===== src/rtl/jrb8_disp_pkg.sv =====
// rtl/jrb8_disp_pkg.sv - shared types and constants for the JRB8 output display
package jrb8_disp_pkg;

    typedef enum logic [1:0] {
        IDLE   = 2'd0,
        CONV   = 2'd1,
        COMMIT = 2'd2
    } state_e;

    localparam int NUM_DIGITS = 3;

    // Segment bus order is {dp,g,f,e,d,c,b,a}; entry i encodes decimal digit i.
    localparam logic [7:0]       SEG_BLANK = 8'h00;
    localparam logic [9:0][7:0]  SEG_TABLE = {
        8'h6F, 8'h7F, 8'h07, 8'h7D, 8'h6D,
        8'h66, 8'h4F, 8'h5B, 8'h06, 8'h3F
    };

endpackage


===== src/rtl/jrb8_seg_decode.sv =====
// rtl/jrb8_seg_decode.sv - BCD digit to 7-segment decode with blanking
module jrb8_seg_decode
    import jrb8_disp_pkg::*;
(
    input  logic [3:0] digit_i,
    input  logic       blank_i,
    output logic [7:0] seg_o
);

    always_comb begin
        seg_o = SEG_BLANK;
        if (!blank_i && (digit_i <= 4'd9)) begin
            seg_o = SEG_TABLE[digit_i];
        end
    end

endmodule


===== src/rtl/jrb8_out_display.sv =====
// rtl/jrb8_out_display.sv - binary-to-BCD converter and 3-digit scanned display (JRB8_DISP_LZB_EN: leading-zero blanking)
module jrb8_out_display
    import jrb8_disp_pkg::*;
#(
    parameter logic [23:0] DWELL_COUNT = 24'd10_000
) (
    input  logic       clk,
    input  logic       rst_n,
    input  logic [7:0] value_in,
    input  logic       load,
    output logic       busy,
    output logic [7:0] seg_out,
    output logic [2:0] dig_en
);

    state_e      state_q;
    logic [17:0] shift_q;
    logic [17:0] shift_d;
    logic [3:0]  iter_q;
    logic [1:0]  hun_q;
    logic [3:0]  ten_q;
    logic [3:0]  one_q;
    logic [23:0] dwell_q;
    logic [1:0]  dig_idx_q;

    logic [3:0]  sel_digit;
    logic        sel_blank;
    logic        blank_hun;
    logic        blank_ten;

    // Hundreds never reaches 5 for 8-bit input, so only ones and tens need the +3 fixup.
    always_comb begin
        shift_d = shift_q;
        if (shift_q[11:8] >= 4'd5) begin
            shift_d[11:8] = shift_q[11:8] + 4'd3;
        end
        if (shift_q[15:12] >= 4'd5) begin
            shift_d[15:12] = shift_q[15:12] + 4'd3;
        end
    end

    // rst_n is active-high here, matching the surrounding codebase.
    always_ff @(posedge clk or posedge rst_n) begin
        if (rst_n) begin
            state_q <= IDLE;
            shift_q <= '0;
            iter_q  <= '0;
            hun_q   <= '0;
            ten_q   <= '0;
            one_q   <= '0;
        end else begin
            case (state_q)
                IDLE: begin
                    if (load) begin
                        shift_q <= {10'd0, value_in};
                        iter_q  <= '0;
                        state_q <= CONV;
                    end
                end
                CONV: begin
                    shift_q <= shift_d << 1;
                    iter_q  <= iter_q + 4'd1;
                    if (iter_q == 4'd7) begin
                        state_q <= COMMIT;
                    end
                end
                COMMIT: begin
                    hun_q   <= shift_q[17:16];
                    ten_q   <= shift_q[15:12];
                    one_q   <= shift_q[11:8];
                    state_q <= IDLE;
                end
                default: state_q <= IDLE;
            endcase
        end
    end

    assign busy = (state_q != IDLE);

    always_ff @(posedge clk or posedge rst_n) begin
        if (rst_n) begin
            dwell_q   <= '0;
            dig_idx_q <= '0;
        end else if (dwell_q == DWELL_COUNT - 24'd1) begin
            dwell_q   <= '0;
            dig_idx_q <= (dig_idx_q == 2'(NUM_DIGITS - 1)) ? 2'd0 : dig_idx_q + 2'd1;
        end else begin
            dwell_q <= dwell_q + 24'd1;
        end
    end

`ifdef JRB8_DISP_LZB_EN
    assign blank_hun = (hun_q == 2'd0);
    assign blank_ten = blank_hun && (ten_q == 4'd0);
`else
    assign blank_hun = 1'b0;
    assign blank_ten = 1'b0;
`endif

    always_comb begin
        sel_digit = 4'd0;
        sel_blank = 1'b1;
        dig_en    = 3'b000;
        case (dig_idx_q)
            2'd0: begin
                sel_digit = one_q;
                sel_blank = 1'b0;
                dig_en    = 3'b001;
            end
            2'd1: begin
                sel_digit = ten_q;
                sel_blank = blank_ten;
                dig_en    = 3'b010;
            end
            2'd2: begin
                sel_digit = {2'b00, hun_q};
                sel_blank = blank_hun;
                dig_en    = 3'b100;
            end
            default: ;
        endcase
    end

    jrb8_seg_decode u_seg_decode (
        .digit_i (sel_digit),
        .blank_i (sel_blank),
        .seg_o   (seg_out)
    );

endmodule


===== config.mk =====
export PLATFORM = sky130hd
export DESIGN_NAME = jrb8_out_display
export DESIGN_NICKNAME = d
export VERILOG_FILES = /design/src/rtl/jrb8_disp_pkg.sv /design/src/rtl/jrb8_seg_decode.sv /design/src/rtl/jrb8_out_display.sv
export SDC_FILE = /design/constraint.sdc
export NUM_CORES = 1
export LEC_CHECK = 0
export ABC_AREA = 1
export CORE_UTILIZATION = 30
export CTS_CLUSTER_SIZE = 14
export DETAILED_ROUTE_END_ITERATION = 10
export PLACE_DENSITY = 0.46
export SLEW_MARGIN = 15
export SYNTH_ARGS = -nofsm -noshare
export SYNTH_HDL_FRONTEND = slang
export SYNTH_SLANG_ARGS = --single-unit

===== constraint.sdc =====
create_clock -name clk -period 2.48 [get_ports clk]
set_input_delay 0.496 -clock clk [delete_from_list [all_inputs] [get_ports clk]]
set_output_delay 0.496 -clock clk [all_outputs]
set_load 0.02 [all_outputs]

== Word-level counts from Yosys, hierarchy flattened ==
Memories as Yosys holds them, arrays and structs flattened.
Index checks and enable logic that the tools add are counted.
Storage, ports and cells
  register bits after elaboration: 60
  bits in latches: 0
  memory bits (writable): 0
  memory bits (read-only): 128
  input port bits: 11
  output and inout bits: 12
  word-level logic and storage cells: 49
  memories kept: 1
Memories
  (name not given): depth 16, bits a word 8, read ports 1, clocked after Yosys merged registers in 0, wr ports 0, RTL line jrb8_seg_decode.sv:13  | seg_o = SEG_TABLE[digit_i];
Operators by class
  $add $sub $neg: 5
  multipliers: 0
  divide/modulo/power cells: 0
  $lt $le $gt $ge: 4
  equal/unequal tests: 8
  shift operators: 0
  muxes and demuxes: 15
  bitwise logic cells: 0
  reduce and logical (&&, ||, !) cells: 8
Operators by type and width (count)
  $pmux W18 S2: 1
  $add A24 B1 Y24 const B: 1
  $eq A24 B14 Y1 const B: 1
  $mux W24: 1
  $mux W18: 1
  $mux W8: 2
  $mux W4: 3
  $pmux W4 S3: 1
  $pmux W3 S3: 1
  $add A4 B2 Y4 const B: 2
  $ge A4 B3 Y1 const B: 2
  $pmux W4 S2: 1
  $mux W2: 3
  $lt A4 B5 Y1 const B: 1
  $add A4 B1 Y4 const B: 1
  $eq A2 B1 Y1 const B: 2
  $eq A2 B2 Y1 const B: 2
  $eq A4 B3 Y1 const B: 1
  $le A4 B4 Y1 const B: 1
  $logic_not A2 Y1: 2
  $ne A2 B2 Y1 const B: 2
  $pmux W2 S2: 1
  $reduce_and A2 Y1: 2
  $reduce_bool A2 Y1: 2
  other kinds (3): 3

== Longest topological paths before layout ==
Gate-level depths: netlist (run 1).
  depth in word-level cells: 5
  depth in mapped cells: 13
  depth with buffers taken out: 13

== Hierarchy ==
From an unflattened synthesis (run 1), not the netlist that was laid out.
Unflattened totals
  cell total of the unflattened synthesis: 436
  area, all modules: 3373.2 sq um
By module, submodules not included
  jrb8_out_display: instances 1, cells each 395, area an instance 3141.8 sq um, sequential area each 1501.4 sq um
  jrb8_seg_decode: instances 1, cells each 41, area an instance 231.5 sq um, sequential area each 0.0 sq um

== Least setup slack after synthesis (run 1) ==
OpenSTA, ideal clock, no wires.
  kind: reg-to-output
  start point: register dig_idx_q[1]
  end point: output port seg_out[0]
  data arrival time: 1.917 ns
  data required time: 1.984 ns
  setup slack: 0.067 ns
  stages on the path, launching flop included: 14
  path buffers: 0
  path through: dfrtp_1 > inv_2 > nand2_1 > inv_1 > nand2_1 > nand2_1 > nor2_2 > inv_1 > ha_1 > or2_2 > nand3_1 > nand2_1 > nand2_1 > nor2_1
Between the ends
  longest elaborated chain between the ends: 5
  elaborated cells between the ends (all ways): 10
  classes of those cells: order compare: 1; eq/ne: 2; mux: 3; reduce/logical: 3; memory: 1
RTL lines
  start: declaration: RTL line jrb8_out_display.sv:24  | logic [1:0] dig_idx_q;
  start signal: assignment: RTL line jrb8_out_display.sv:86  | dig_idx_q <= (dig_idx_q == 2'(NUM_DIGITS - 1)) ? 2'd0 : dig_idx_q + 2'd1;
  $eq A2 B2 Y1 (tied with other cells): RTL line jrb8_out_display.sv:104  | case (dig_idx_q)
  $pmux W4 S3: RTL line jrb8_out_display.sv:104
  $mem_v2 Z16 W8 or $le A4 B4 Y1 (tied branches)
  $mux W8 (not written as such) or $logic_and A1 B1 Y1 (tied branches): RTL line jrb8_seg_decode.sv:13, jrb8_seg_decode.sv:12
  $mux W8 *: RTL line jrb8_seg_decode.sv:12  | if (!blank_i && (digit_i <= 4'd9)) begin
  end: declaration: RTL line jrb8_out_display.sv:12  | output logic [7:0] seg_out,
Mark *: on every way between the ends. The rest lies on a longest branch, timed or not. The select of a mux whose other input is x is not followed.

== Worst setup path after layout (run 1) ==
  start point: register dig_idx_q[0]
  end point: output port seg_out[0]
Same word-level chain as after synthesis.

==> results of run 1 <==
per-layer routing:
metal  share of wire (%)  global-route usage [%]  wire, um
met1                  51                    20.2      3830
met2                  45                    22.9      3380
met3                 2.7                    2.74       201
met4                 1.1                    7.05        80
met5                   0                       0         0
final timing paths:
path | start | to | slack (ns) | cells after the start
worst max-delay path | dig_idx_q[0]$_DFFE_PP0N_ | seg_out[0] | -0.11 | 10
worst min-delay path | shift_q[4]$_DFFE_PP0P_ | shift_q[4]$_DFFE_PP0P_ | 0.49 | 2
worst max register to register | dwell_q[0]$_DFF_PP0_ | dwell_q[10]$_DFF_PP0_ | 0.89 | 8
worst min register to register | shift_q[4]$_DFFE_PP0P_ | shift_q[4]$_DFFE_PP0P_ | 0.49 | 2
max in group asynchronous | rst_n | dig_idx_q[0]$_DFFE_PP0N_ | 1.67 | 3
min in group asynchronous | rst_n | dwell_q[19]$_DFF_PP0_ | 0.54 | 3
stage by stage:
step           util [%]  instances  total power [mW]  instance area, um2  hold WS, ns
6_report           39.3        619              4.04                4130        0.492
3_5_place_dp       35.9        595              3.01                3770        0.473
4_1_cts            39.1        618              4.05                4110        0.492
2_1_floorplan         -        429              2.42                3300        0.445
3_3_place_gp       35.9        595              2.99                3770        0.466
5_1_grt            39.3        619              4.41                4130        0.522
registers in the layout, summed over array words and instances, names as in the netlist:
signal,flops
ten_q,4
dwell_q,24
iter_q,4
dig_idx_q,2
shift_q,18
state_q,2
hun_q,2
one_q,4
critical path: stages (launching register included):
cell and delay (ns):
dfrtp_2 0.45, buf_6 0.14, nor3b_4 0.23, nor2_4 0.08, ha_2 0.18, or2_4 0.22
nand3_2 0.07, nand2_2 0.07, nand2_4 0.11, nor2_1 0.05, buf_4 0.15
logic make-up (layout without fill, tap and decap cells):
| kind of cell | count (synthesis) | count (layout) |
|---|---|---|
| AOI/OAI and AO/OA | 55 | 55 |
| DFF | 60 | 60 |
| adders and majority gates | 12 | 12 |
| buffers and inverters | 65 | 119 |
| xor gates and xnor gates | 15 | 15 |
| other | 1 | 1 |
| and+or+nand+nor | 221 | 221 |
timing repair:
| item | CTS | global route |
|---|---|---|
| setup buffers | 7 | 1 |
| endpoints found under the setup margin | 7 | 7 |
| pin swaps | 11 | 4 |
| resized for setup | 59 | 6 |
cell type report:
cell class              count  area (um2)
inverters                  58         218
clock inverters             3        42.5
repair buffers             45         397
flip-flops and latches     60        1500
well taps                 136         170
clock buffers              13         179
fillers                  1085        6380
multi-input cells         304        1620
placed cells by master (no fill, tap or decap), drive strengths merged:
cell type	instances
clkinv	1
a21oi	7
clkbuf	13
nand2	111
nor3	4
conb	1
xnor2	3
o22ai	6
dfrtp	60
or2	1
inv	58
bufinv	1
xor2	12
nor2	68
clkinvlp	1
ha	12
buf	31
a21o	1
o21ai	37
o221ai	1
nand3	29
o21bai	1
nor3b	1
nand4	7
clkdlybuf4s50	14
a32o	2
where the power goes:
part	leakage (nW)	total [mW]	switching, mW	internal (mW)
Combinational	1.12	1.68	0.969	0.710
Sequential	0.763	1.40	0.166	1.23
Clock	0.112	0.969	0.396	0.572
==> metrics.cfg, run 1 <==
[global_routing]
grt_pass1_vias=2846
grt_overflow=0
track_usage_pct=14.9
grt_max_degree=61
antenna_found_initial=0
grt_pass1_wl_mm=13.3

[die]
fp.dieArea_um2=11400
start_util_pct=31.4
core.rowCount=37
core-area_um2=10500
io_pins=23
die_w_um=107
die_h_um=107

[clocking]
cts_max_path_buffers=2
cts_htree_levels=3
worstSkewPairLatency_ns=0.34
cts_hold_buf=0
clk_pin_slew_ns=0.07
clock_sinks=60
cts_tree=yes
cts-root-buf=clkbuf_8
numCtsBuffers=9

[logic_synthesis]
synth-async-reset-ratio_pct=100
synth_top_family_by_area=simple AND/OR/NAND/NOR gates
ys_types=30
netlist.area_leader.share_pct=45.5
synth_seq_area_share_pct=45.5
synth_fa_ha_area_share_pct=4.55
synth_xor_area_share_pct=3.98
synthCells=429
ys.warnings.count=0
yosys_register_bits=60
synth_most_common_cell=nand2_1
ys.flop_type=dfrtp_1
synth_area_um2=3300
synth-simple-area-share_pct=28.8
synth_nets=452
syn_avg_cell_area_um2=7.69
yosysTopAreaCell=dfrtp_1
synthTopCellsByCount=107 x nand2_1, 60 x dfrtp_1, 60 x nor2_1, 54 x inv_1, 36 x o21ai_0
synth_compound_area_share_pct=9.14
synth_edf_count=0
synth_area_leaders=dfrtp_1 45%, nand2_1 12%, nor2_1 6.8%
synthMuxAreaShare_pct=0

[final_layout]
area_growth_pct=25.2
drive_above_1_share_pct=18.2
nNetsFinal=501
diodes=0

[drt]
antenna_left=0
wire_per_inst_um=12.1
firstDrtPassIters=4
vias=2807
finalWirelength_mm=7.48
drt_iter0_drc=199
drc=0
routed_via_density=4.53

[setup_path]
required_ns=1.98
worstSetupPathType=reg2out
end_kind=output port
cp_max_fo=6
worstPathArrival_ns=2.09
crit_path_start_kind=flip-flop

[placed_design]
gp_congestion=0.812
io_buffers=21
place_worst_setup_slack_ns=-0.330
place_hpwl_mm=5.31

[timing]
hold_violations=0
skew_ns=0.00659
finalCritPeriodShare_pct=104
worst_slack_ns=-0.110
rsz0062_at_grt=yes
fin_crit_ns=2.59
tightest_slew_ns=0.545
slew_violations=0
setup-violations-final=7
clock.fmax_ghz=0.386
max_slew_margin_pct=63.6
tns_ns=-0.678

[pwr]
vdd_drop_max_v=0.000805
power.density_nw_per_um2=978
static-leakage-power_nw=1.99

[min_path]
hp-class=reg2reg

[outcome]
status=complete, but fails checks
violations=setup timing

[job]
cap_violations=0

Note: power is estimated with default switching activity, not from simulation.
==> run 2, diff against run 1 <==
--- a/config.mk
+++ b/config.mk
@@ -10,7 +10,8 @@
 export CTS_CLUSTER_SIZE = 14
 export DETAILED_ROUTE_END_ITERATION = 10
 export PLACE_DENSITY = 0.46
-export SLEW_MARGIN = 15
+export SLEW_MARGIN = 30
 export SYNTH_ARGS = -nofsm -noshare
 export SYNTH_HDL_FRONTEND = slang
+export SYNTH_HIERARCHICAL = 1
 export SYNTH_SLANG_ARGS = --single-unit
==> run 2 against run 1 <==
  * The run now ends clean
  * Global-route usage fell by 0.42 points
  * Clock skew down 0.0012 ns
  * Hold slack improved by 0.0030 ns
  * Synthesized cell count rose by 1.6%
  * Register-to-register slack lost 0.06 ns
  * Worst setup slack improved by 0.18 ns
==> metrics.cfg, run 2 <==
[outcome]
status=finished, final reports clean

[global_routing]
grt_max_degree=30
grt_pass1_vias=2801
antenna_found_initial=0
grtUsageMet2_pct=21.7
grt_overflow=0
use_met1_pct=19.3
use_met3_pct=3.80
track_usage_pct=14.5
top_usage_layer=met2
grt_pass1_wl_mm=13.0

[clocking]
clock_sinks=60
cts_max_path_buffers=2
clk_pin_slew_ns=0.06
numCtsBuffers=9
cts_htree_levels=3
cts-root-buf=clkbuf_8
cts_tree=yes
cts_hold_buf=0
worstSkewPairLatency_ns=0.35

[placed_design]
place_hpwl_mm=5.49
io_buffers=21
place_worst_setup_slack_ns=-0.0952
gp_congestion=0.780

[setup_path]
cp_max_fo=7
crit_path_start_kind=flip-flop
end_kind=output port
worstSetupPathType=reg2out
worstPathArrival_ns=1.91
required_ns=1.98

[timing]
skew_ns=0.00542
clock.fmax_ghz=0.415
worst_slack_ns=0.0730
fin_crit_ns=2.41
rsz0062_at_grt=yes
finalCritPeriodShare_pct=97.1
setup-violations-final=0
max_slew_margin_pct=54.9
hold_slack_ns=0.495
tns_ns=0
tightest_slew_ns=0.675
slew_violations=0
hold_violations=0

[final_layout]
final_common_cell=nand2_1
regMostFlops=dwell_q
top_regs=dwell_q (24), shift_q (18)
nNetsFinal=505
area_growth_pct=24.7
drive_above_1_share_pct=21.6
diodes=0
final_util_pct=38.6
largest_reg_flops=24
mostFrequentLayoutCells=101 x nand2_1, 59 x dfrtp_1, 51 x inv_1

[logic_synthesis]
ys.flop_type=dfrtp_1
yosys_register_bits=60
synthCells=436
synth-async-reset-ratio_pct=100
ys_types=34
netlist.area_leader.share_pct=44.5
synth_most_common_cell=nand2_1
synth_area_leaders=dfrtp_1 45%, nand2_1 12%, inv_1 6.3%
synth_edf_count=0
synth_seq_area_share_pct=44.5
ys.warnings.count=6
synthTopCellsByCount=109 x nand2_1, 60 x dfrtp_1, 57 x inv_1, 55 x nor2_1, 31 x nand3_1
synth_nets=459
yosysTopAreaCell=dfrtp_1
syn_avg_cell_area_um2=7.74
synth_area_um2=3370

[pwr]
static-leakage-power_nw=2.03
power.density_nw_per_um2=960
vdd_drop_max_v=0.000499

[die]
core-area_um2=10900
fp.dieArea_um2=11700
start_util_pct=31.0
die_w_um=108
core.rowCount=38
die_h_um=108
io_pins=23

[drt]
drt_iter0_drc=123
finalWirelength_mm=7.37
vias=2796
drc=0
routed_via_density=4.47
wire_per_inst_um=11.8
antenna_left=0
firstDrtPassIters=7

[job]
cap_violations=0

[min_path]
hp-class=reg2reg

## run 2: cell types whose count changed after synthesis, sizes merged, moves of 4 or more
cell / previous run / this run
o21ai: 37 / 28
nand3: 29 / 33
o221ai: 1 / 5
inv: 58 / 66
a21oi: 7 / 3
## run 2: report_power, final
group,leakage [nW],switching [mW],total (mW),internal [mW]
Combinational,1.17,1.04,1.79,0.747
Clock,0.0986,0.377,0.842,0.465
Sequential,0.766,0.162,1.40,1.24
Total,2.03,1.58,4.04,2.45
## run 2: final cells by class
| class | instances | area (um2) |
|---|---|---|
| Timing Repair Buffer | 42 | 385 |
| Inverter | 66 | 255 |
| Sequential cell | 60 | 1500 |
| Clock inverter | 1 | 5.00 |
| Multi-Input combinational cell | 303 | 1700 |
| Tap cell | 140 | 175 |
| Fill cell | 1142 | 6680 |
| Clock buffer | 14 | 183 |
## run 2: per-stage QoR
step           power, mW  std cells  cell area, um2
6_report            4.04        626            4210
3_3_place_gp        3.08        609            3880
4_1_cts             3.89        624            4060
3_5_place_dp        3.10        609            3880
2_1_floorplan       2.53        436            3370
5_1_grt             4.39        626            4210
## run 2: critical path, stage by stage, from the launching register on
cell	delay, ns
dfrtp_1	0.42
inv_2	0.08
nand2_2	0.06
inv_2	0.05
nand2_2	0.07
nand3_4	0.08
buf_6	0.13
ha_4	0.15
o21ai_2	0.13
nand2_2	0.07
nand2_4	0.12
nor2_1	0.06
buf_4	0.15
## run 2: timing repair
action / in CTS / in global routing
endpoints found under the setup margin: 7 / 7
setup buffers: 0 / 2
pin swaps: 1 / 13
gates resized for setup: 40 / 40
## run 2: final timing paths
| check | slack, ns | to | cells after the start | from |
|---|---|---|---|---|
| max | 0.07 | seg_out[3] | 12 | dig_idx_q[0]$_DFFE_PP0N_ |
| min | 0.49 | ten_q[2]$_DFFE_PP0N_ | 2 | ten_q[2]$_DFFE_PP0N_ |
| max reg2reg | 0.83 | dwell_q[9]$_DFF_PP0_ | 8 | dwell_q[0]$_DFF_PP0_ |
| min reg2reg | 0.49 | ten_q[2]$_DFFE_PP0N_ | 2 | ten_q[2]$_DFFE_PP0N_ |
| max in group asynchronous | 1.33 | ten_q[1]$_DFFE_PP0N_ | 3 | rst_n |
| min in group asynchronous | 0.57 | dwell_q[3]$_DFF_PP0_ | 2 | rst_n |
## run 2: cell families after synthesis
group | synth area share, %
buf+inv | 8.46
xor+xnor | 2.86
other cells | 0.111
compound gates | 9.24
fa+ha+maj | 4.45
simple gates | 30.4
flops | 44.5
## run 2: layer usage
metal | vias to the layer above | wire length (um)
met5 | - | 0
met3 | 12 | 261
met2 | 49 | 3220
li1 | 1476 | -
met1 | 1259 | 3740
met4 | 0 | 146
==> run 3, diff against run 2 <==
--- a/config.mk
+++ b/config.mk
@@ -9,7 +9,6 @@
 export CORE_UTILIZATION = 30
 export CTS_CLUSTER_SIZE = 14
 export DETAILED_ROUTE_END_ITERATION = 10
-export PLACE_DENSITY = 0.46
 export SLEW_MARGIN = 30
 export SYNTH_ARGS = -nofsm -noshare
 export SYNTH_HDL_FRONTEND = slang
==> run 3 against run 2 <==
  * Core utilization fell by 0.29 points
  * Register-to-register slack barely moved
  * Largest cell class unchanged
  * Highest routed layer unchanged
  * Clock skew rose by 0.0017 ns
  * Die area is the same
  * Non-clock buffer count down 3
  * Clock power is 11% higher
  * Power grew 1.4%
  * Global-route usage down 0.91 points
  * Final cell count shrank 0.48%
  * Final area is 0.74% lower
==> metrics.cfg, run 3 (synthesized netlist as in run 2, its figures left out) <==
[placed_design]
gp_congestion=0.804
io_buffers=21
place_hpwl_mm=5.00

[final_layout]
top_regs=dwell_q (24), shift_q (18)
mostFrequentLayoutCells=104 x nand2_1, 59 x dfrtp_1, 52 x inv_1
final_util_pct=38.3
nNetsFinal=502
regMostFlops=dwell_q
largest_reg_flops=24
final_common_cell=nand2_1
filler_cell_count=1099
drive_above_1_share_pct=20.1
diodes=0
area_growth_pct=23.7

[pwr]
p_int_mw=2.53
seq_power_share_pct=34.4
power.switching_mw=1.57
static-leakage-power_nw=2.02
switching_share_pct=38.3
clockPowerShare_pct=22.8
p_comb_share_pct=42.7
vdd_drop_max_v=0.000567
power.density_nw_per_um2=981

[setup_path]
end_kind=output port
worstPathCellList=nor2_4, buf_4, buf_4, a22o_4, inv_4, nand2_1, o21ai_1, nor2_1, nor2_2, buf_6
r2r_start=dwell_q[0]$_DFF_PP0_
cp-startpoint=dig_idx_q[1]$_DFFE_PP0N_
worst_r2r_endpoint=dig_idx_q[0]$_DFFE_PP0N_
r2r_slack_ns=0.83
crit_path_frequent_cell=buf_4
critPathCapture=seg_out[5]
r2r_cells=8
crit_path_start_kind=flip-flop
worstSetupPathType=reg2out
worstPathArrival_ns=1.94
cp_max_fo=5
crit_path_top_delay_cell=dfrtp_2
cp_slowest_stage_delay_ns=0.44
required_ns=1.98

[timing]
clock.fmax_ghz=0.411
tns_ns=0
rsz0062_at_grt=yes
tightest_slew_ns=0.547
fin_crit_ns=2.43
setup-violations-final=0
skew_ns=0.00715
hold_violations=0
finalCritPeriodShare_pct=98.1
max_slew_margin_pct=63.5
slew_violations=0

[global_routing]
grt_pass1_vias=2773
track_usage_pct=13.6
grt_pass1_wl_mm=12.5
grt_overflow=0
antenna_found_initial=0
grt_max_degree=61

[die]
start_util_pct=31.0
die_h_um=108
io_pins=23
fp.dieArea_um2=11700
core-area_um2=10900
core.rowCount=38
die_w_um=108

[min_path]
hp-class=reg2reg
hold_depth=2

[job]
cap_violations=0

[drt]
firstDrtPassIters=4
routed_via_density=4.50
vias=2804
drt_iter0_drc=121
finalWirelength_mm=6.95
drc=0
wire_per_inst_um=11.1
antenna_left=0

[clocking]
cts_max_path_buffers=2
numCtsBuffers=9
clk_pin_slew_ns=0.06
clock_sinks=60
cts_htree_levels=3
worstSkewPairLatency_ns=0.35
cts_hold_buf=0
cts-root-buf=clkbuf_8
cts_tree=yes

[outcome]
status=finished, final reports clean

run 3: cell count changes in the layout (fill, tap and decap cells not counted), sizes merged:
cell      change
clkbuf        -4
buf           -3
bufinv        +2
clkinv        +1
clkinvlp      +1
run 3: power by group through the flow:
stage	logic, mW	registers [mW]	clock network, mW
2_1_floorplan	1.15	1.37	0
3_3_place_gp	1.59	1.41	0
3_5_place_dp	1.63	1.42	0
4_1_cts	1.58	1.41	0.969
5_1_grt	1.98	1.44	1.01
6_report	1.75	1.41	0.935
run 3: worst min path at each step:
stage | startpoint | end | slack (ns)
after floorplan | hun_q[0]$_DFFE_PP0N_ | hun_q[0]$_DFFE_PP0N_ | 0.45
after global placement | ten_q[3]$_DFFE_PP0N_ | ten_q[3]$_DFFE_PP0N_ | 0.47
after detailed placement | ten_q[3]$_DFFE_PP0N_ | ten_q[3]$_DFFE_PP0N_ | 0.47
after CTS | ten_q[3]$_DFFE_PP0N_ | ten_q[3]$_DFFE_PP0N_ | 0.49
after global routing | shift_q[2]$_DFFE_PP0P_ | shift_q[2]$_DFFE_PP0P_ | 0.52
final | ten_q[3]$_DFFE_PP0N_ | ten_q[3]$_DFFE_PP0N_ | 0.48
run 3: repair_timing:
| action | CTS | global route |
|---|---|---|
| resized for setup | 46 | 27 |
| setup endpoints to repair | 7 | 7 |
| pin swaps | 3 | 5 |
| setup buffers | 3 | 2 |
run 3: cell type report:
cell class / count / area [um2] / share of cell area [%]
tap: 140 / 175 / 4.20
inverter: 66 / 253 / 6.06
multi-input combinational: 303 / 1670 / 40.0
clock inverter: 5 / 77.6 / 1.86
timing repair buffer: 39 / 370 / 8.87
sequential: 60 / 1500 / 36.0
clock buffer: 10 / 128 / 3.06
run 3: metrics by stage:
stage | instances | area (um2) | power (mW) | hold WS, ns | worst slack [ns]
floorplan | 436 | 3370 | 2.53 | 0.453 | 0.0488
global placement | 603 | 3830 | 3.00 | 0.471 | -0.0258
detailed placement | 603 | 3830 | 3.05 | 0.475 | -0.114
CTS | 621 | 4080 | 3.95 | 0.491 | 0.00389
global route | 623 | 4170 | 4.43 | 0.522 | -0.0622
finish | 623 | 4170 | 4.09 | 0.485 | 0.0472
run 3: critical path: cells and delay by family, from the launching register on:
| family | cells | cell delay [ns] |
|---|---|---|
| flip-flops | 1 | 0.44 |
| AND/OR/NAND/NOR | 4 | 0.34 |
| buffers and inverters | 4 | 0.46 |
| AO/OA/AOI/OAI | 2 | 0.35 |
run 3: metal layers:
metal / vias to the layer above / routed length (um) / track usage, %
met1: 1296 / 3290 / 16.6
met4: 0 / 57 / 4.99
met3: 6 / 193 / 4.70
met2: 30 / 3410 / 22.0
li1: 1472 / - / -
met5: - / 0 / 0
